### src/rtl/fft_input_buffer.sv
// Ping-pong frame buffer between the I/Q scrambler and the radix-2 DIT FFT core.
// Captures 2^LOG2N samples per bank and replays each full bank in bit-reversed order.
module fft_input_buffer #(
  parameter int LOG2N = 6,
  parameter int DW    = 16
) (
  input  logic             clk,
  input  logic             rst,
  input  logic             in_valid,
  input  logic [DW-1:0]    in_data,
  input  logic             in_sof,
  output logic             out_valid,
  input  logic             out_ready,
  output logic [DW-1:0]    out_data,
  output logic [LOG2N-1:0] out_index,
  output logic             out_last,
  output logic             overflow,
  output logic [15:0]      frame_count
);

  localparam int N = 1 << LOG2N;

  localparam logic [LOG2N-1:0] PTR_LAST = '1;

  localparam logic [1:0] ST_IDLE   = 2'd0;
  localparam logic [1:0] ST_FETCH  = 2'd1;
  localparam logic [1:0] ST_STREAM = 2'd2;

  logic [DW-1:0]    mem [2*N];
  logic             wr_bank;
  logic             rd_bank;
  logic [LOG2N-1:0] wr_ptr;
  logic [LOG2N-1:0] rd_ptr;
  logic [1:0]       full;
  logic [1:0]       state;

  logic             accept;
  logic             wr_done;
  logic             handshake;
  logic             rd_done;
  logic [LOG2N-1:0] wr_addr;
  logic [LOG2N-1:0] rd_next;
  logic [LOG2N:0]   rd_addr;

  function automatic logic [LOG2N-1:0] bitrev(input logic [LOG2N-1:0] k);
    logic [LOG2N-1:0] r;
    for (int i = 0; i < LOG2N; i++) r[i] = k[LOG2N-1-i];
    return r;
  endfunction

  // NOTE: every signal driven from always_comb gets a default first, so no path can infer a latch.
  always_comb begin
    accept    = in_valid && !full[wr_bank];
    wr_addr   = in_sof ? '0 : wr_ptr;
    wr_done   = accept && !in_sof && (wr_ptr == PTR_LAST);
    handshake = out_valid && out_ready;
    rd_done   = handshake && out_last;
    rd_next   = '0;
    if (state == ST_STREAM) rd_next = rd_ptr + 1'b1;
    rd_addr   = {rd_bank, bitrev(rd_next)};
  end

  // NOTE: the sample array has no reset; stale contents are never read because the full flags are cleared.
  always_ff @(posedge clk) begin
    if (accept) mem[{wr_bank, wr_addr}] <= in_data;
  end

  // NOTE: sequential state uses non-blocking assignments so every block sees pre-edge values.
  always_ff @(posedge clk) begin
    if (rst) begin
      wr_bank  <= 1'b0;
      wr_ptr   <= '0;
      overflow <= 1'b0;
    end else if (accept) begin
      if (in_sof) begin
        wr_ptr <= LOG2N'(1);
      end else if (wr_ptr == PTR_LAST) begin
        wr_ptr  <= '0;
        wr_bank <= ~wr_bank;
      end else begin
        wr_ptr <= wr_ptr + 1'b1;
      end
    end else if (in_valid) begin
      overflow <= 1'b1;
    end
  end

  // Set and clear never hit the same bank: the writer only fills an empty bank, the reader only frees a full one.
  always_ff @(posedge clk) begin
    if (rst) begin
      full <= 2'b00;
    end else begin
      if (wr_done) full[wr_bank] <= 1'b1;
      if (rd_done) full[rd_bank] <= 1'b0;
    end
  end

  always_ff @(posedge clk) begin
    if (rst) begin
      state       <= ST_IDLE;
      rd_bank     <= 1'b0;
      rd_ptr      <= '0;
      out_valid   <= 1'b0;
      out_data    <= '0;
      out_index   <= '0;
      out_last    <= 1'b0;
      frame_count <= '0;
    end else begin
      case (state)
        ST_IDLE: begin
          if (full[rd_bank]) begin
            state  <= ST_FETCH;
            rd_ptr <= '0;
          end
        end
        ST_FETCH: begin
          out_data  <= mem[rd_addr];
          out_index <= '0;
          out_last  <= 1'b0;
          out_valid <= 1'b1;
          state     <= ST_STREAM;
        end
        ST_STREAM: begin
          if (handshake) begin
            if (out_last) begin
              rd_bank     <= ~rd_bank;
              frame_count <= frame_count + 16'd1;
              out_valid   <= 1'b0;
              out_last    <= 1'b0;
              state       <= ST_IDLE;
            end else begin
              rd_ptr    <= rd_next;
              out_data  <= mem[rd_addr];
              out_index <= rd_next;
              out_last  <= (rd_next == PTR_LAST);
            end
          end
        end
        default: state <= ST_IDLE;
      endcase
    end
  end

endmodule

### config.mk
export PLATFORM = sky130hd
export DESIGN_NAME = fft_input_buffer
export DESIGN_NICKNAME = d
export VERILOG_FILES = /design/src/rtl/fft_input_buffer.sv
export SDC_FILE = /design/constraint.sdc
export NUM_CORES = 2
export LEC_CHECK = 0
export ABC_AREA = 0
export CAP_MARGIN = 0
export CORE_MARGIN = 4
export CORE_UTILIZATION = 30
export CTS_BUF_LIST = sky130_fd_sc_hd__clkbuf_16
export DETAILED_ROUTE_END_ITERATION = 7
export PLACE_DENSITY_LB_ADDON = 0.2
export SYNTH_ARGS = -nofsm -noshare
export SYNTH_HDL_FRONTEND = slang
export SYNTH_SLANG_ARGS = --single-unit
### constraint.sdc
create_clock -name clk -period 2.99 [get_ports clk]
set_input_delay 0.598 -clock clk [delete_from_list [all_inputs] [get_ports clk]]
set_output_delay 0.598 -clock clk [all_outputs]
set_load 0.02 [all_outputs]
Yosys cells after proc, flatten, opt, wreduce, memory -nomap -nowiden --
Memories as Yosys holds them, arrays and structs flattened. Cells that the tools add are included.
Storage, ports and cells: register bits 59, memory bits (writable) 2048, input bits 21, output and inout bits 41, memories 1
Memory list:
- mem | words 128, bits a word 16, rd ports 1, clocked after memory_dff 0, write ports 1, RTL line 29 | logic [DW-1:0] mem [2*N];
Operators by class: add/subtract/negate cells 3, $lt $le $gt $ge 4, equality and inequality tests 8, multiplexer cells 35, bitwise operators 7, reduce and logical (&&, ||, !) cells 20
Operators by type and width (number):
- $mux 6 | 7
- $mux 16 | 2
- $pmux 16 s2 | 1
- $pmux 6 s2 | 2
- $add 16x1->16 const B | 1
- $reduce_and 3->1 | 5
- $add 6x1->6 const B | 2
- $eq 6x6->1 const B | 2
- $mux 1 | 12
- $mux 2 | 6
- $ne 2x2->1 const B | 4
- $logic_and 1x1->1 | 7
- $pmux 2 s3 | 1
- $lt 1x2->1 const B | 2
- $not 1->1 | 4
- $pmux 1 s2 | 2
- $reduce_and 2->1 | 2
- $reduce_and 4->1 | 1
- $reduce_bool 2->1 | 2
- $and 2x2->2 | 1
- $demux 1 s1 | 2
- $eq 2x1->1 const B | 1
- $eq 2x2->1 const B | 1
- $ge 1x1->1 const B | 2
- other kinds (4) | 5

Longest topological paths before layout --
depth after elaboration 10, mapped depth 14, mapped depth without buffers 10

Least setup slack after synthesis --
Ideal clock, no wire load.
kind register -> register, from register rd_ptr[1], to register out_data[10], setup time 0.134 ns, arrival 2.740 ns, required time 2.856 ns, setup slack 0.116 ns, cell stages (with the launch flop) 13, cell sequence dfxtp_1 ha_1 and3_1 clkbuf_1 mux2_2 nor2_1 clkbuf_1 nand2_1 buf_2 o221ai_1 o2111ai_1 nor4_1 nor4_1
Between the ends: longest elaborated chain between the ends 6
Ends and longest elaborated chain:
- start, declared | RTL line 33 | logic [LOG2N-1:0] rd_ptr;
- start signal, assigned | RTL line 132 | rd_ptr <= rd_next;
- $add 6x1->6 (*) | RTL line 59 | if (state == ST_STREAM) rd_next = rd_ptr + 1'b1;
- $mux 6 (*) | RTL line 59
- $mem_v2 128x16 (*)
- $mux 16 | RTL line 125 | if (out_last) begin
- $mux 16 | RTL line 124 | if (handshake) begin
- $pmux 16 s2 (*) | RTL line 109 | case (state)
- end signal, assigned | RTL line 117 | out_data <= mem[rd_addr];
- end signal, assigned | RTL line 133 | out_data <= mem[rd_addr];
- end, declared | RTL line 14 | output logic [DW-1:0] out_data,
Every way passes the cells marked *; elsewhere a longest branch is shown, timed or not. The select of a mux whose other input is x is not followed. A chain may end at the register's enable or synchronous reset.

Final worst setup path --
from register rd_ptr[1], to register out_data[13]
The elaborated chain is that of the path after synthesis.

==> flow_metrics.env <==
export IMPL_netlist_area_um2=82540
export IMPL_cts_max_path_buffers=3
export IMPL_cts_buffers=225
export IMPL_combPwrFrac=0.014
export IMPL_synth_flop_cell="edfxtp_1"
export IMPL_ys_seq_area_frac=0.7594
export IMPL_p_clk_frac=0.454
export IMPL_powerDensity_nw_per_um2=578.5
export IMPL_worstMarginPinSlew_ns=1.011
export IMPL_syn_area_per_cell_um2=13.48
export IMPL_htree_levels=4
export IMPL_antenna_found_initial=12
export IMPL_start_util=0.3014
export IMPL_reg2reg_depth=15
export IMPL_ant_nets=0
export IMPL_crit_start="rd_ptr[1]$_SDFFE_PP0P_"
export IMPL_slew_headroom=0.3260
export IMPL_vias=55027
export IMPL_cpMostUsedCell="buf_4"
export IMPL_grt_pass1_vias=53097
export IMPL_internal_power_w=0.04819
export IMPL_drt_iter0_drc=5549
export IMPL_crit_end="out_data[13]$_SDFFE_PP0P_"
export IMPL_syn_nets=6146
export IMPL_synth_warnings=0
export IMPL_fin_crit_sh=1.082
export IMPL_grt_overflow=0
export IMPL_synth_enable_flop_cells=2048
export IMPL_root_buffer="clkbuf_16"
export IMPL_critical_path_class="reg -> reg"
export IMPL_worstPathRequired_ns=3.76
export IMPL_synth_seq_cells=2107
export IMPL_drv_slew=0
export IMPL_ys_async_sr_fraction=0
export IMPL_ir_worst_vdd_mv=0.6533
export IMPL_worstSkewPairLatency_ns=0.89
export IMPL_hold_viol_final=0
export IMPL_clkTransAtPathRegs_ns=0.06
export IMPL_die_area_um2=283600
export IMPL_p_leak_nw=35.86
export IMPL_fin_ws_ns=-0.2456
export IMPL_max_stage_delay_ns=0.55
export IMPL_status="finished, violations left"
export IMPL_hold_class="in -> reg"
export IMPL_use_met1=0.2770
export IMPL_cp_max_fo=10
export IMPL_endpoint_kind="register"
export IMPL_syn_to_final_growth_pct=27.70
export IMPL_postRouteWirelength_um=285600
export IMPL_final_area_um2=105400
export IMPL_swShare=0.2096
export IMPL_routedWlPerCell_um=26.63
export IMPL_core_area_um2=273900
export IMPL_fin_nets=6954
export IMPL_postLayoutCoreUtil=0.3849
export IMPL_violations="setup timing"
export IMPL_grt_util_met3=0.02407
export IMPL_max_freq_mhz=309.1
export IMPL_worst_path_max_delay_cell="or4_4"
export IMPL_fp_dieW_um=532.5
export IMPL_worst_endpoint_arrival_ns=4.00
export IMPL_rsz0062_at_grt="true"
export IMPL_viasPerCell=5.131
export IMPL_synthDistinctLibCells=68
export IMPL_dpl_worst_slack_ns=-0.8719
export IMPL_max_cap_viol_count=0
export IMPL_place_congestion=0.8543
export IMPL_cts_tree="built"
export IMPL_p_sw_w=0.01278
export IMPL_die_h_um=532.5
export IMPL_first_pass_iters=6
export IMPL_drive_gt1_frac=0.2104
export IMPL_final_fill_count=25773
export IMPL_finalSetupViolations=16
export IMPL_placed_area_um2=95420
export IMPL_synth_cells=6122
export IMPL_skew_ns=0.07602
export IMPL_busiest_layer="met2"
export IMPL_grt_pass1_wl_um=403200
export IMPL_regToRegStartpoint="rd_ptr[1]$_SDFFE_PP0P_"
export IMPL_power_frac_seq=0.531
export IMPL_port_buffers=61
export IMPL_top_level_ports=62
export IMPL_start_kind="register"
export IMPL_worstPathCellList="buf_6 -> nand3_4 -> or4_4 -> nand2_8 -> buf_4 -> buf_12 -> a211oi_1 -> buf_4 -> a211o_4 -> a311oi_4 -> o21ai_1 -> buf_4 -> nor3b_1 -> buf_4 -> nor4_1"
export IMPL_grt_start_max_net_pins=129
export IMPL_dp_hpwl_um=182600
export IMPL_r2r_slack_ns=-0.25
export IMPL_met2_usage=0.3133
export IMPL_period_minus_slack_ns=3.236
export IMPL_remaining_drc_errors=0
export IMPL_r2r_end="out_data[13]$_SDFFE_PP0P_"
export IMPL_rows=192
export IMPL_clock_sinks=2107
export IMPL_track_usage=0.1948
-- worst min path at each step --
| stage | endpoint | start | cells past startpoint | slack [ns] |
|---|---|---|---|---|
| floorplan | full[0]$_SDFF_PP0_ | full[0]$_SDFF_PP0_ | 2 | 0.49 |
| global placement | out_index[1]$_SDFFE_PP0P_ | out_index[1]$_SDFFE_PP0P_ | 2 | 0.45 |
| detailed placement | out_index[1]$_SDFFE_PP0P_ | out_index[1]$_SDFFE_PP0P_ | 2 | 0.45 |
| CTS | mem[126][12]$_DFFE_PP_ | in_data[12] | 1 | 0.05 |
| global route | mem[126][12]$_DFFE_PP_ | in_data[12] | 1 | 0.08 |
| finish | mem[126][12]$_DFFE_PP_ | in_data[12] | 1 | 0.13 |
-- critical path, delay by kind of cell, from the launching register on --
| family | cells | cell delay [ns] |
|---|---|---|
| flops | 1 | 0.34 |
| buf+inv | 6 | 0.81 |
| compound gates | 4 | 0.88 |
| simple gates | 5 | 1.11 |
-- metrics by stage --
| step | TNS (ns) | hold slack [ns] | std cells | total power [W] |
|---|---|---|---|---|
| 6_report | -2.642 | 0.1251 | 10725 | 0.06097 |
| 5_1_grt | -3.736 | 0.08152 | 10718 | 0.06274 |
| 4_1_cts | -2.999 | 0.04617 | 10688 | 0.06155 |
| 3_5_place_dp | -10.79 | 0.4533 | 10210 | 0.03390 |
| 3_3_place_gp | -15.55 | 0.4523 | 10209 | 0.03388 |
| 2_1_floorplan | 0 | 0.4861 | 6122 | 0.03309 |
-- state kept, by name, summed over array words and instances, names as in the netlist, 2 cells and up --
signal / count
frame_count: 16
full: 2
mem: 2048
out_data: 16
out_index: 6
rd_ptr: 6
state: 2
wr_ptr: 6
-- power by group through the flow --
stage	Sequential [W]	Combinational (W)	Clock (W)
final	0.0324	0.000882	0.0277
after global routing	0.0324	0.000925	0.0294
after CTS	0.0324	0.000885	0.0283
after detailed placement	0.0330	0.000880	0
after global placement	0.0330	0.000865	0
after floorplan	0.0330	0.0000633	0
-- synth_stat cells, types with 65 or more instances --
cell type | n | area share
a211oi_1 | 127 | 0.012
edfxtp_1 | 2048 | 0.75
o21ai_0 | 65 | 0.0039
nand4_1 | 154 | 0.012
nand3_1 | 519 | 0.031
clkbuf_1 | 177 | 0.0080
nand2_1 | 1593 | 0.072
buf_2 | 140 | 0.0085
a21oi_1 | 147 | 0.0089
a31oi_1 | 194 | 0.015
nor2_1 | 283 | 0.013
mux2i_1 | 67 | 0.0081
-- cells in the final DEF, fill, tap and decap left out, types with 116 or more instances in the layout --
cell	n
a31oi_1	186
a21oi_1	137
clkbuf_16	232
nand4_1	154
nand2_1	1574
buf_12	258
a211oi_1	116
buf_4	585
edfxtp_1	2048
nor2_1	217
nand3_1	498
-- per-layer routing --
layer / vias to the layer above / share of wire / routed length (um)
met2: 1693 / 0.47 / 133300
met1: 28381 / 0.45 / 128600
met5: - / 0.000046 / 13
met4: 2 / 0.029 / 8187
met3: 341 / 0.054 / 15430
li1: 24610 / - / -
-- layout make-up --
cell class | count | area, um^2 | area share
repair buffers | 977 | 11560 | 0.1097
clock inverters | 200 | 1755 | 0.01665
clock buffers | 225 | 5630 | 0.05342
inverters | 5 | 18.77 | 0.0001781
well taps | 3589 | 4491 | 0.04260
diodes | 8 | 20.02 | 0.0001899
flip-flops and latches | 2107 | 62690 | 0.5948
multi-input cells | 3614 | 19240 | 0.1825
-- logic make-up (layout without fill, tap and decap cells) --
| family | Yosys count | count (layout) | share of synthesized area |
|---|---|---|---|
| flip-flops | 2107 | 2107 | 0.7594 |
| buffers and inverters | 401 | 1407 | 0.02283 |
| multiplexers | 75 | 75 | 0.009246 |
| AND/OR/NAND/NOR | 2743 | 2743 | 0.1433 |
| AO/OA/AOI/OAI | 774 | 774 | 0.06277 |
| XOR/XNOR | 19 | 19 | 0.002016 |
| adder cells (fa/ha/maj) | 3 | 3 | 0.0004548 |
| other | 0 | 8 | 0 |
-- repair_timing --
action,4_1_cts,5_1_grt
setup buffers,53,26
hold endpoints to repair,1,0
hold buffers,1,0
endpoints found under the setup margin,18,16
pin swaps,103,76
resized for setup,203,126
gates cloned,11,7
Power figures use the tool's default switching activity.
